==> src/rtl/mem32_pkg.sv <==
// Shared types and helpers for the mem32 byte-stream loader.
// The check-bit helper is only referenced when MEM32_LOADER_PARITY_EN is defined.
package mem32_pkg;

  localparam int WORD_W  = 32;
  localparam int STORE_W = 36;

  typedef enum logic [1:0] {
    ST_IDLE    = 2'd0,
    ST_COLLECT = 2'd1,
    ST_WRITE   = 2'd2,
    ST_DONE    = 2'd3
  } state_t;

  // Even parity per byte: bit k covers word[8k+7:8k].
  function automatic logic [3:0] byte_parity(input logic [WORD_W-1:0] word);
    logic [3:0] p;
    for (int k = 0; k < 4; k++) begin
      p[k] = ^word[8*k +: 8];
    end
    return p;
  endfunction

endpackage

==> src/rtl/mem32_loader.sv <==
// Assembles a little-endian byte stream into 32-bit words and writes them to a memory.
// Optional per-byte check bits in o_wdata[35:32] when MEM32_LOADER_PARITY_EN is defined.
module mem32_loader
  import mem32_pkg::*;
#(
  parameter  int DEPTH      = 512,
  localparam int ADDR_WIDTH = $clog2(DEPTH)
) (
  input  logic                  i_clk,
  input  logic                  i_rst_n,
  input  logic                  i_start,
  input  logic                  i_abort,
  input  logic [ADDR_WIDTH-1:0] i_base_addr,
  input  logic [ADDR_WIDTH:0]   i_num_words,
  input  logic                  i_byte_valid,
  input  logic [7:0]            i_byte,
  output logic                  o_byte_ready,
  output logic                  o_we,
  output logic [ADDR_WIDTH-1:0] o_waddr,
  output logic [STORE_W-1:0]    o_wdata,
  output logic                  o_busy,
  output logic                  o_done
);

  localparam logic [ADDR_WIDTH-1:0] ADDR_LAST = ADDR_WIDTH'(DEPTH - 1);
  localparam logic [ADDR_WIDTH-1:0] ADDR_ONE  = ADDR_WIDTH'(1);
  localparam logic [ADDR_WIDTH:0]   REM_ONE   = (ADDR_WIDTH + 1)'(1);

  state_t                state;
  logic [1:0]            byte_idx;
  logic [ADDR_WIDTH-1:0] addr_q;
  logic [ADDR_WIDTH:0]   remaining_q;
  logic [WORD_W-1:0]     word_q;
  logic                  we_q;
  logic [WORD_W-1:0]     full_word;
  logic [3:0]            check_bits;

  // The fourth byte goes straight into the stored word, saving a cycle per word.
  assign full_word = {i_byte, word_q[23:0]};

`ifdef MEM32_LOADER_PARITY_EN
  assign check_bits = byte_parity(full_word);
`else
  assign check_bits = 4'b0000;
`endif

  // An abort landing on the WRITE cycle must kill the strobe in that same cycle.
  assign o_we = we_q && !i_abort;

  // NOTE: all state here uses non-blocking assignments so every register sees
  // pre-edge values; reset clears the assembled word too, not just control state.
  always_ff @(posedge i_clk or negedge i_rst_n) begin
    if (!i_rst_n) begin
      state        <= ST_IDLE;
      byte_idx     <= '0;
      addr_q       <= '0;
      remaining_q  <= '0;
      word_q       <= '0;
      we_q         <= 1'b0;
      o_byte_ready <= 1'b0;
      o_busy       <= 1'b0;
      o_done       <= 1'b0;
      o_waddr      <= '0;
      o_wdata      <= '0;
    end else begin
      we_q   <= 1'b0;
      o_done <= 1'b0;
      if (i_abort && (state == ST_COLLECT || state == ST_WRITE)) begin
        state        <= ST_IDLE;
        byte_idx     <= '0;
        word_q       <= '0;
        o_byte_ready <= 1'b0;
        o_busy       <= 1'b0;
      end else begin
        case (state)
          ST_IDLE: begin
            if (i_start) begin
              addr_q      <= i_base_addr;
              remaining_q <= i_num_words;
              byte_idx    <= '0;
              word_q      <= '0;
              if (i_num_words == '0) begin
                state  <= ST_DONE;
                o_done <= 1'b1;
              end else begin
                state        <= ST_COLLECT;
                o_byte_ready <= 1'b1;
                o_busy       <= 1'b1;
              end
            end
          end
          ST_COLLECT: begin
            if (i_byte_valid && o_byte_ready) begin
              if (byte_idx == 2'd3) begin
                state        <= ST_WRITE;
                we_q         <= 1'b1;
                o_waddr      <= addr_q;
                o_wdata      <= {check_bits, full_word};
                o_byte_ready <= 1'b0;
                byte_idx     <= '0;
                word_q       <= '0;
              end else begin
                word_q[{byte_idx, 3'b000} +: 8] <= i_byte;
                byte_idx                        <= byte_idx + 2'd1;
              end
            end
          end
          ST_WRITE: begin
            addr_q      <= (addr_q == ADDR_LAST) ? '0 : addr_q + ADDR_ONE;
            remaining_q <= remaining_q - REM_ONE;
            if (remaining_q == REM_ONE) begin
              state  <= ST_DONE;
              o_done <= 1'b1;
              o_busy <= 1'b0;
            end else begin
              state        <= ST_COLLECT;
              o_byte_ready <= 1'b1;
            end
          end
          ST_DONE: begin
            state <= ST_IDLE;
          end
          default: begin
            state <= ST_IDLE;
          end
        endcase
      end
    end
  end

endmodule

==> config.mk <==
export PLATFORM = sky130hd
export DESIGN_NAME = mem32_loader
export DESIGN_NICKNAME = d
export VERILOG_FILES = /design/src/rtl/mem32_pkg.sv /design/src/rtl/mem32_loader.sv
export SDC_FILE = /design/constraint.sdc
export NUM_CORES = 1
export LEC_CHECK = 0
export ABC_AREA = 1
export BUFFER_PORTS_ARGS = -buffer_cell sky130_fd_sc_hd__buf_2
export CORE_ASPECT_RATIO = 0.8
export CORE_MARGIN = 1.5
export CORE_UTILIZATION = 51
export CTS_BUF_LIST = sky130_fd_sc_hd__clkbuf_4 sky130_fd_sc_hd__clkbuf_8
export DETAILED_ROUTE_END_ITERATION = 16
export GPL_TIMING_DRIVEN = 0
export PLACE_DENSITY = 0.74
export SYNTH_ARGS = -nofsm -noshare
export SYNTH_HDL_FRONTEND = slang
export SYNTH_SLANG_ARGS = --single-unit
==> constraint.sdc <==
create_clock -name i_clk -period 2.69 [get_ports i_clk]
set_clock_uncertainty 0.2 [all_clocks]
set_input_delay 0.807 -clock i_clk [delete_from_list [all_inputs] [get_ports i_clk]]
set_output_delay 0.807 -clock i_clk [all_outputs]
set_load 0.02 [all_outputs]
==> flow_summary_export.csv <==
group,metric,value,unit
critical_path,start_kind,"flip-flop",
yosys,syn_area,4553,um^2
cts,clk_pin_slew,0.09,ns
finish,fillers,745,
run,cap_violations,0,
die,die_h,87.51,um
critical_path,path_max_fanout,6,
cts,cts_tree,"yes",
die,core-area,8558,um^2
cts,cts.path.max_buffers,2,
place,hpwl,7378,um
timing,slew_violations,0,
timing,fin_crit_sh,87.26,%
detailed_routing,firstDrtPassIters,6,
cts,clockRootBuffer,"clkbuf_8",
cts,ctsHoldBuffers,0,
power,cellPowerDensity,941.4,nW/um^2
grt,track_usage,22.73,%
outcome,status,"completed",
yosys,ys_warn_count,0,
yosys,synth-seq-cells,92,
finish,drive_above_1_share,25.80,%
timing,finalSetupViolations,0,
cts,htreeDepth,3,
cts,numCtsBuffers,9,
yosys,syn_area_per_cell,9.070,um^2
die,row_count,30,
timing,worst_hold_slack,0.1702,ns
power,leakage,2.890,nW
detailed_routing,initialDrtViolationCount,166,
finish,finalNetCount,638,
place,portBuffers,76,
die,die_area,9507,um^2
die,io_pins,81,
grt,antenna_found_initial,0,
detailed_routing,ant_nets,0,
critical_path,required,2.76,ns
place,placed_cells,694,
detailed_routing,routedWlPerCell,13.98,um
detailed_routing,vias,3680,
yosys,synth_cells,502,
timing,finalHoldViolCount,0,
power,vdd_drop_max,0.0004494,V
yosys,synth_cell_types,33,
timing,min_period,2.347,ns
cts,clock_latency,0.35,ns
timing,fmax,0.4260,GHz
critical_path,crit_path_end_kind,"flip-flop",
place,place.gp.congestion,0.8711,
cts,cts.sinks,92,
yosys,synth-seq-area-share,50.56,%
grt,grt_pass1_wl,16730,um
detailed_routing,totalWireLength,9914,um
grt,grt_pass1_vias,3543,
detailed_routing,avgViaCountPerCell,5.190,
critical_path,critPathArrivalTime,2.42,ns
worst_hold_path,min_path_type,"input port to asynchronous set/reset pin",
detailed_routing,drc,0,
grt,grt_overflow,0,
cts,post-cts-setup-buffer-count,0,
timing,grt_setup_unrepaired,"false",
finish,syn2layout_area_growth,16.60,%
finish,instances_no_fill,709,
cts,cts_resized,0,
die,start_util,53.20,%
die,die_w,108.6,um
critical_path,reg2reg_depth,11,
grt,grt_max_degree,64,
critical_path,path_class,"flip-flop to flip-flop",
finish,antenna_cells,0,
## cell usage in the layout, fill, tap and decap left out, types with 4 or more instances in the layout
master,instances
mux2_1,18
inv_1,35
a21oi_1,21
buf_4,8
buf_2,80
dfrtp_1,92
nand3_1,39
conb_1,4
nor2_1,56
ha_1,13
o21ai_0,21
mux2_2,17
nand2_1,124
inv_6,4
o21ai_2,8
clkbuf_8,9
nand4_1,5
inv_2,9
## cell usage after synthesis, drive strengths merged
cell type / count / area [um^2]
o21ai: 31 / 185.2
nand3: 41 / 222.7
ha: 13 / 162.7
nand4: 5 / 31.28
o211ai: 1 / 7.510
clkbuf: 3 / 11.26
mux2: 35 / 394.1
nor2: 60 / 249.0
nand2: 127 / 484.2
nor3: 3 / 26.28
inv: 44 / 165.2
a31oi: 3 / 18.77
a22oi: 2 / 15.01
nand3b: 1 / 7.510
a21oi: 24 / 146.4
buf: 15 / 111.4
xor2: 1 / 8.760
conb: 1 / 3.750
dfrtp: 92 / 2302
## registers in the layout, indices dropped and copies added, names as in the netlist, 2 cells and up
signal / count
word_q: 24
remaining_q: 10
o_wdata: 32
o_waddr: 9
addr_q: 9
byte_idx: 2
state: 2
## metrics by stage
step	util, %	setup slack [ns]	area, um^2	total power, mW	setup TNS, ns
6_report	62.03	0.3428	5309	4.998	0
5_1_grt	62.03	0.2115	5309	5.400	0
4_1_cts	62.03	0.3649	5309	5.012	0
3_5_place_dp	59.77	0.3517	5115	4.061	0
3_3_place_gp	59.42	-0.2378	5085	3.972	-21.39
2_1_floorplan	-	0.5831	4564	3.497	0
## where the power goes
part | internal, mW | switching [mW] | total, mW | leakage, nW
combinational | 0.689 | 1.49 | 2.17 | 1.56
clock | 0.437 | 0.500 | 0.936 | 0.101
sequential | 1.66 | 0.225 | 1.89 | 1.23
total | 2.79 | 2.21 | 5.00 | 2.89
## metal layers
| layer | up-vias | global-route usage, % | share of wire, % |
|---|---|---|---|
| li1 | 1809 | - | - |
| met1 | 1753 | 31.98 | 48 |
| met2 | 109 | 35.62 | 45 |
| met3 | 9 | 6.208 | 6.1 |
| met4 | 0 | 4.665 | 0.91 |
| met5 | - | 0 | 0 |
## worst paths after layout
| check | startpoint | end | slack [ns] |
|---|---|---|---|
| min in group i_clk | word_q[12] | word_q[12] | 0.28 |
| max in group asynchronous | i_rst_n | word_q[22] | 1.47 |
| worst max register to register | addr_q[1] | addr_q[3] | 0.34 |
| worst min-delay path | i_rst_n | o_waddr[5] | 0.17 |
| worst max-delay path | addr_q[1] | addr_q[3] | 0.34 |
| worst min register to register | word_q[12] | word_q[12] | 0.28 |
## kinds of logic after synthesis
group / after synthesis / synth area share (%)
compound gates: 61 / 8.189
xor+xnor: 1 / 0.1924
fa+ha+maj: 13 / 3.572
buf+inv: 62 / 6.320
flops: 92 / 50.56
mux: 35 / 8.656
other cells: 1 / 0.08236
simple gates: 237 / 22.42
## critical path, cell delays in order, from the launching register on
cell     delay, ns
dfrtp_1       0.43
ha_1          0.24
nand4_1       0.16
nor2_1        0.07
nand2_1       0.09
nor2_1        0.06
ha_1          0.18
nor2_1        0.34
inv_1         0.15
nor2_1        0.12
nand2_1       0.06
a22oi_1       0.16
## layout make-up
cell class	count	area [um^2]	share of cell area, %
sequential	92	2302	43.37
multi-input combinational	351	1974	37.19
buffer	18	122.6	2.310
clock buffer	9	123.9	2.333
timing repair buffer	77	410.4	7.730
inverter	44	165.2	3.111
clock inverter	6	70.07	1.320
tap	112	140.1	2.640
Power figures use the tool's default switching activity.
